[config.mk]
export PLATFORM = sky130hd
export DESIGN_NAME = fetch_stage
export DESIGN_NICKNAME = d
export VERILOG_FILES = /design/src/rtl/arm_pkg.sv /design/src/rtl/pc_register.sv /design/src/rtl/fetch_stage.sv
export SDC_FILE = /design/constraint.sdc
export NUM_CORES = 1
export LEC_CHECK = 0
export CAP_MARGIN = 15
export CELL_PAD_IN_SITES_DETAIL_PLACEMENT = 1
export CELL_PAD_IN_SITES_GLOBAL_PLACEMENT = 2
export CORE_MARGIN = 2
export CORE_UTILIZATION = 24
export CTS_BUF_LIST = sky130_fd_sc_hd__clkbuf_16
export DETAILED_ROUTE_END_ITERATION = 8
export GPL_ROUTABILITY_DRIVEN = 0
export PLACE_DENSITY = 0.75
export SLEW_MARGIN = 10
export SYNTH_ARGS = -nofsm -noshare
export SYNTH_HDL_FRONTEND = slang
export SYNTH_SLANG_ARGS = --single-unit
export TNS_END_PERCENT = 10
[constraint.sdc]
create_clock -name clk -period 1.85 [get_ports clk]
set_input_delay 0.37 -clock clk [delete_from_list [all_inputs] [get_ports clk]]
set_output_delay 0.37 -clock clk [all_outputs]
set_load 0.01 [all_outputs]
[src/rtl/arm_pkg.sv]
// Shared ARM pipeline definitions: widths, the NOP encoding and the IF/ID payload type.
package arm_pkg;

  localparam int unsigned ADDR_W  = 32;
  localparam int unsigned INSTR_W = 32;

  localparam logic [INSTR_W-1:0] NOP_INSTR = 32'h0000_0000;

  typedef struct packed {
    logic               valid;
    logic [ADDR_W-1:0]  pc;
    logic [INSTR_W-1:0] instr;
  } if_id_t;

endpackage

[src/rtl/pc_register.sv]
// Program counter register with synchronous reset and load enable.
module pc_register #(
  parameter int unsigned ADDR_W = 32,
  parameter logic [ADDR_W-1:0] RESET_PC = '0
) (
  input  logic              clk,
  input  logic              rst,
  input  logic              en,
  input  logic [ADDR_W-1:0] pc_next,
  output logic [ADDR_W-1:0] pc
);

  always_ff @(posedge clk) begin
    if (rst) begin
      pc <= RESET_PC;
    end else if (en) begin
      pc <= pc_next;
    end
  end

endmodule

[src/rtl/fetch_stage.sv]
// Instruction-fetch stage: PC, next-PC selection, IF/ID register and fetch/flush counters.
module fetch_stage
  import arm_pkg::*;
#(
  parameter int unsigned ADDR_W  = 32,
  parameter int unsigned INSTR_W = 32,
  parameter logic [ADDR_W-1:0] RESET_PC = '0
) (
  input  logic               clk,
  input  logic               rst,
  input  logic               freeze,
  input  logic               branch_taken,
  input  logic [ADDR_W-1:0]  branch_addr,
  output logic [ADDR_W-1:0]  imem_addr,
  input  logic [INSTR_W-1:0] imem_data,
  output logic [ADDR_W-1:0]  if_id_pc,
  output logic [INSTR_W-1:0] if_id_instr,
  output logic               if_id_valid,
  output logic [31:0]        fetch_count,
  output logic [15:0]        flush_count
);

  logic [ADDR_W-1:0] pc;
  logic [ADDR_W-1:0] pc_plus4;
  logic [ADDR_W-1:0] branch_aligned;
  logic [ADDR_W-1:0] pc_next;
  logic              pc_en;

  assign pc_plus4       = pc + ADDR_W'(4);
  assign branch_aligned = {branch_addr[ADDR_W-1:2], 2'b00};
  assign pc_next        = branch_taken ? branch_aligned : pc_plus4;
  // A taken branch must redirect even while decode is stalling.
  assign pc_en          = ~freeze | branch_taken;

  pc_register #(
    .ADDR_W   (ADDR_W),
    .RESET_PC (RESET_PC)
  ) u_pc_register (
    .clk     (clk),
    .rst     (rst),
    .en      (pc_en),
    .pc_next (pc_next),
    .pc      (pc)
  );

  assign imem_addr = pc;

  always_ff @(posedge clk) begin
    if (rst) begin
      if_id_pc    <= '0;
      if_id_instr <= INSTR_W'(NOP_INSTR);
      if_id_valid <= 1'b0;
      fetch_count <= '0;
      flush_count <= '0;
    end else if (branch_taken) begin
      if_id_pc    <= '0;
      if_id_instr <= INSTR_W'(NOP_INSTR);
      if_id_valid <= 1'b0;
      if (flush_count != 16'hFFFF) begin
        flush_count <= flush_count + 16'd1;
      end
    end else if (!freeze) begin
      if_id_pc    <= pc_plus4;
      if_id_instr <= imem_data;
      if_id_valid <= 1'b1;
      fetch_count <= fetch_count + 32'd1;
    end
  end

endmodule

Word level (Yosys, flattened, before mapping)
Cells that the tools add are included.

operators by class
  reduce and logical (&&, ||, !) cells = 3
  bitwise gates (word level) = 3
  equality and inequality tests = 1
  multiplexer cells = 1
  add/subtract/negate cells = 3

operators by type and width
  kind                                                              number
  32-bit by 1-bit adder with 32-bit output (second input constant)  1
  32-bit by 3-bit adder with 32-bit output (second input constant)  1
  32-bit 2-to-1 mux                                                 1
  16-bit by 1-bit adder with 16-bit output (second input constant)  1
  16-bit inequality test (second input constant)                    1
  2-bit AND reduction                                               2
  1-bit inverter                                                    2
  2-bit OR reduction                                                1
  1-bit bitwise OR                                                  1

word-level totals
  flip-flop bits (word level) = 145
  output and inout bits = 145
  input port bits = 68
  logic and storage cells = 17

Depth between registers and ports, before layout
  word-level depth = 2
  mapped depth = 8

Modules after synthesis
Synthesis repeated with hierarchy kept, for this count alone.

unflattened totals
  cells, all modules = 758
  area total of the unflattened synthesis = 6817.8 um2

by module, submodules not included
  module       sequential area each (um2)  times used  area an instance (um2)  cells an instance
  fetch_stage  2262.2                      1           5654.2                  655
  pc_register  640.6                       1           1163.6                  103

Worst setup path after synthesis
No wires, ideal clock.

  path type = reg-to-reg
  start = reg u_pc_register.pc[2]
  end = reg u_pc_register.pc[22]
  data required time = 1782 ps
  stages on the path, launching flop included = 8
  setup time = 68 ps
  slack = -250 ps
  arrival time = 2032 ps
  path through = dfxtp_1 ha_1 nand3_1 or4_4 buf_6 or3_1 a21o_1 a21oi_2

between the ends
  word-level cells in the longest chain between the ends = 2

RTL lines
  item                                      RTL line           text
  start: declaration                        pc_register.sv:10  output logic [ADDR_W-1:0] pc
  start signal: assignment                  pc_register.sv:17  pc <= pc_next;
  32-bit by 3-bit adder with 32-bit output  fetch_stage.sv:29  assign pc_plus4 = pc + ADDR_W'(4);
  32-bit 2-to-1 mux                         fetch_stage.sv:31  assign pc_next = branch_taken ? branch_aligned : pc_plus4;

Every way passes these cells.
A chain may end at the register's enable or synchronous reset.

Worst setup path after layout
  start = reg u_pc_register.pc[3]
  end = reg u_pc_register.pc[16]

The elaborated chain is that of the path after synthesis.

==> flow_summary.toml <==
[floorplanning]
rows = 60
start_util_pct = 24.3
core_sq_um = 26700
die-area_sq_um = 28400
die_w_um = 168
die_h_um = 168
io_pins = 213

[drt]
drc = 0
antenna_left = 0
vias_per_cell = 4.66
num_vias = 6458
wl_per_cell_um = 16.7
drtIter0Drc = 328
drtPass1Iterations = 4
wl_um = 23100

[grt]
grt_antenna_before_repair = 1
grt_pass1_vias = 6709
grt_overflow_total = 0
grt_max_degree = 49
grt_first_pass_wirelength_um = 36900
grtUsageTotal_pct = 16.4

[synthesis]
synth-seq-cells = 141
syn_inst = 763
syn_area_sq_um = 6490
yosys.cell_types.count = 47
ys_warn_count = 0
yosysTopAreaCell = "dfxtp_1"
yosys-top-cells-area = "dfxtp_1 (43%), xnor2_1 (6.6%), nor2_1 (6.4%)"
synth_flop_cell = "dfxtp_1"
synth_most_common_cell = "dfxtp_1"
avgSynthCellArea_sq_um = 8.51
async_reset_ff_share_pct = 0
yosysTopAreaCellShare_pct = 43.5
synth-seq-area-share_pct = 43.5
synth_common_cells = "dfxtp_1 (141), nor2_1 (110), a21oi_1 (54), nand2_1 (49), xnor2_1 (49)"
synth_edf_count = 0

[worst_hold_path]
min_to = "u_pc_register.pc[29]"
holdPathStages = 2
hold_path_class = "in2reg"
min_from = "rst"

[worst_setup_path]
crit_type = "reg2reg"
worstPathArrival_ns = 2.23
rr_worst_depth = 6
rr_endpoint = "u_pc_register.pc[16]"
cp.required_ns = 2.20
regToRegStartpoint = "u_pc_register.pc[3]"
crit_path_end_kind = "flop"
cp_max_fo = 6
regToRegSetupSlack_ns = -0.03
startpoint_type = "flop"

[power]
p_sw_share_pct = 26.3
switchingPower_mw = 2.02
internal_power_mw = 5.65
clock_power_share_pct = 46.3
combPwrFrac_pct = 11.7
irDropWorstVdd_mv = 0.635
cellLeakagePower_nw = 4.18
power_per_cell_area_nw_per_um2 = 743
p_total_mw = 7.67
seq_power_share_pct = 42.0

[cells_and_area]
fin_cells = 1385
final_layout_size_suffix_gt1_share_pct = 17.5
nNetsFinal = 1102
antenna_cells = 0
area_growth_pct = 59.0

[clock_network]
cts_root_buf = "clkbuf_16"
path_clk_slew_ns = 0.06
clock_sinks = 141
cts_buffer_depth = 2
numCtsBuffers = 17
cts_tree = "done"
insertion_delay_ns = 0.43
htree_levels = 4

[sta]
max_freq_ghz = 0.532
whs_ns = 0.265
fin_crit_ns = 1.88
slew_violations = 0
tightestPinTransition_ns = 0.527
finalClockSkew_ns = 0.0105
setup_tns_ns = -0.0759
slew_headroom_pct = 64.8
finalCritPeriodShare_pct = 102
finalSetupViolations = 4
hold_viol = 0
rsz0062_at_grt = "yes"
fin_ws_ns = -0.0306

[place]
portBuffers = 206
dp.cells = 1348
hpwl_um = 17200

[outcome]
violations = "negative setup slack"
status = "complete, but fails checks"

[job]
maxCapViolCount = 0
registers in the layout, indices dropped and copies added (netlist names):
signal,count
fetch_count,32
flush_count,16
if_id_instr,32
if_id_pc,30
u_pc_register.pc,30
if_id_valid,1
cell type report:
class                      instances  area [sq um]
sequential                       141          2870
fill                            3114         16400
clock inverter                    15           175
timing repair buffer             300          2800
inverter                          20          75.1
tap                              341           427
multi-input combinational        551          3550
clock buffer                      17           425
placed cells by master (no fill, tap or decap), drive strengths merged, types with 9 or more instances in the layout:
cell / n
and4: 12
xnor2: 49
dfxtp: 141
nand4: 24
or3: 14
nor2: 110
and3: 9
clkbuf: 17
buf: 97
nor4: 14
o21a: 10
xor2: 33
dlygate4sd2: 19
dlymetal6s2s: 15
inv: 30
clkdlybuf4s50: 169
a21oi: 56
nand3: 23
o21ai: 39
nand2: 49
mux2i: 40
nor3: 24
worst max-delay path, stage by stage (launching register included):
cell and delay [ns]:
dfxtp_2 0.36, ha_4 0.15, nand3_4 0.09, or4_4 0.57, or3_1 0.37, a21o_1 0.17, a21oi_2 0.10
metrics by stage:
step | utilization, % | cell area (sq um) | setup WS (ns)
floorplan | - | 6530 | -0.123
global placement | 35.4 | 9460 | -0.160
detailed placement | 35.4 | 9460 | -0.165
CTS | 38.0 | 10200 | -0.0766
global route | 38.6 | 10300 | -0.102
finish | 38.6 | 10300 | -0.0306
worst max-delay path by stage:
stage          cells past startpoint                    to                 from
2_1_floorplan                      8  u_pc_register.pc[22]  u_pc_register.pc[6]
3_5_place_dp                       6  u_pc_register.pc[16]  u_pc_register.pc[2]
5_1_grt                            6  u_pc_register.pc[20]  u_pc_register.pc[3]
4_1_cts                            6  u_pc_register.pc[16]  u_pc_register.pc[3]
6_report                           6  u_pc_register.pc[16]  u_pc_register.pc[3]
3_3_place_gp                       8       fetch_count[26]               freeze
layer usage:
metal	GRT usage (%)	up-vias	share of wire, %
met5	0	-	0.056
met4	4.39	2	0.89
met3	5.31	19	7.0
met2	26.8	161	47
met1	20.8	3104	45
li1	-	3172	-
timing repair:
item	4_1_cts	5_1_grt
pin swaps	7	5
resized for setup	49	37
hold buffers	0	0
endpoints found under the setup margin	43	62
buffers inserted	2	2
cloned	1	0
hold endpoints to repair	0	0
cells by family after synthesis:
group / count (synthesis) / synth area share, %
compound gates: 126 / 11.1
xor+xnor: 82 / 11.1
fa+ha+maj: 3 / 0.578
buf+inv: 75 / 4.86
flops: 141 / 43.5
mux: 40 / 6.17
other cells: 1 / 0.0578
simple gates: 295 / 22.7
power by group through the flow:
stage / clock network, mW / registers (mW) / logic [mW]
floorplan: 0 / 3.32 / 0.336
global placement: 0 / 3.28 / 0.910
detailed placement: 0 / 3.28 / 0.918
CTS: 3.67 / 3.22 / 0.910
global route: 3.81 / 3.23 / 0.985
finish: 3.55 / 3.22 / 0.898
Power figures use the tool's default switching activity.
==> variant (same flow settings) <==
`ADDR_W` is set to 32 in 3 places; all go to 64.
--- a/src/rtl/arm_pkg.sv
+++ b/src/rtl/arm_pkg.sv
@@ -3,3 +3,3 @@
 
-  localparam int unsigned ADDR_W  = 32;
+  localparam int unsigned ADDR_W  = 64;
   localparam int unsigned INSTR_W = 32;
--- a/src/rtl/pc_register.sv
+++ b/src/rtl/pc_register.sv
@@ -2,3 +2,3 @@
 module pc_register #(
-  parameter int unsigned ADDR_W = 32,
+  parameter int unsigned ADDR_W = 64,
   parameter logic [ADDR_W-1:0] RESET_PC = '0
--- a/src/rtl/fetch_stage.sv
+++ b/src/rtl/fetch_stage.sv
@@ -4,3 +4,3 @@
 #(
-  parameter int unsigned ADDR_W  = 32,
+  parameter int unsigned ADDR_W  = 64,
   parameter int unsigned INSTR_W = 32,
Ports: changed (resized branch_addr, if_id_pc and imem_addr); port bits go from 213 to 309. The function was not compared with the original's and may differ.
==> variant against the unedited design <==
  * Sequential share of layout area decreased by 2.7 points
  * Final area up 62%
  * Die area grew 52%
  * Sequential cell count rose by 64
  * Power is 43% higher
  * The run still ends with setup timing left
  * First-iteration DRC count up 26%
  * Area after synthesis up 53%
  * Highest routed layer unchanged
  * Wire length grew 84%
  * Global-route usage grew 2.5 points
  * Fmax down 11%
  * Worst setup slack worse by 220 ps
==> variant: results (changes against the unedited design) <==
| Metric | Value |
|---|---|
| Ranking of synthesized cells by area | `dfxtp_1, xnor2_1, nor2_1 (unchanged)` |
| Vias/cell | `4.725 (was 4.663)` |
| Synth Area in Compound Gates | `0.1096 (was 0.1107)` |
| Fin worst setup slack | `-255.0 ps (was -30.64 ps)` |
| Number of instances in the placed design | `2,162 (was 1,348)` |
| Switching share of power | `0.2732 (was 0.2634)` |
| Total track usage | `0.1893 (was 0.1639)` |
| Postcts setup bufs | `13 (was 2)` |
| Total clock network power | `4.69 mW (was 3.55 mW)` |
| Violations in the final reports | `setup timing (unchanged)` |
| Crit path from | `u_pc_register.pc[2] (was u_pc_register.pc[3])` |
| Register area share after synthesis | `0.4121 (was 0.4349)` |
| Crit-path max FO | `5 (was 6)` |
| IO buf count | `302 (was 206)` |
| Combinational Power Share | `0.146 (was 0.117)` |
| Avg WL per Cell | `19.07 um (was 16.70 um)` |
| Top flop regs | `if_id_pc: 62 flops, u_pc_register.pc: 62 flops (was fetch_count: 32 flops, if_id_instr: 32 flops)` |
| Xor/xnor share of the synthesized area | `0.1143 (was 0.1107)` |
| Critical path arrival | `2560 ps (was 2230 ps)` |
| Largest stage delay on the critical path | `370 ps (was 570 ps)` |
| Final Setup Violations | `58 (was 4)` |
| Global Route met2 Usage | `0.3221 (was 0.2677)` |
| Place WS | `-510.8 ps (was -165.3 ps)` |
| Post-Syn Area per Cell | `8.354 um2 (was 8.506 um2)` |
| Final nets | `1,788 (was 1,102)` |
| Clock Path Buffers | `3 (was 2)` |
| Largest net degree at the start of global routing | `108 (was 49)` |
| Top cells by count, synth | `dfxtp_1, nor2_1, nand2_1, xnor2_1, a21oi_1 (was dfxtp_1, nor2_1, a21oi_1, nand2_1, xnor2_1)` |
| Status | `complete, but fails checks (unchanged)` |
| R2r worst-path depth | `10 (was 6)` |
==> variant: cell types whose count changed in the layout (fill, tap and decap cells not counted), moves of 14 or more <==
cell,change
nand2_1,+61
or3_1,+14
a211oi_1,+42
clkdlybuf4s50_1,-15
nand4_1,+20
nor2_1,+78
buf_6,+18
dlygate4sd2_1,+96
dfxtp_1,+52
xnor2_1,+34
buf_4,+120
==> variant: tightest hold or removal path: stages <==
cell	delay (ps)
buf_4	110
inv_1	130
o221ai_2	90
nor2_1	50
==> variant: layout make-up <==
| class | instances | area (um2) |
|---|---|---|
| Fill cell | 4736 | 24250 |
| Multi-Input combinational cell | 895 | 6078 |
| Timing Repair Buffer | 540 | 4921 |
| Sequential cell | 205 | 4177 |
| Clock buffer | 27 | 675.6 |
| Tap cell | 532 | 665.6 |
| Clock inverter | 18 | 86.33 |
| Inverter | 16 | 61.31 |
| Antenna cell | 3 | 7.507 |
==> variant: metal layers <==
layer	up-vias	share of wire
met1	5135	0.43
met4	4	0.021
li1	5144	-
met2	227	0.48
met3	55	0.060
met5	-	0.00063
==> variant: kinds of logic (layout without fill, tap and decap cells) <==
kind of cell | Yosys count | in the layout
XOR/XNOR | 130 | 130
multiplexers | 39 | 39
other | 1 | 7
AO/OA/AOI/OAI | 177 | 177
buffers and inverters | 98 | 601
flip-flops | 205 | 205
AND/OR/NAND/NOR | 539 | 542
adder cells (fa/ha/maj) | 3 | 3
==> variant: per-stage QoR <==
| stage | total power [mW] | hold WS (ps) |
|---|---|---|
| after floorplan | 5.453 | 474.0 |
| after global placement | 6.408 | 438.2 |
| after detailed placement | 6.434 | 454.0 |
| after CTS | 11.16 | 244.6 |
| after global routing | 11.49 | 274.0 |
| final | 11.00 | 270.3 |
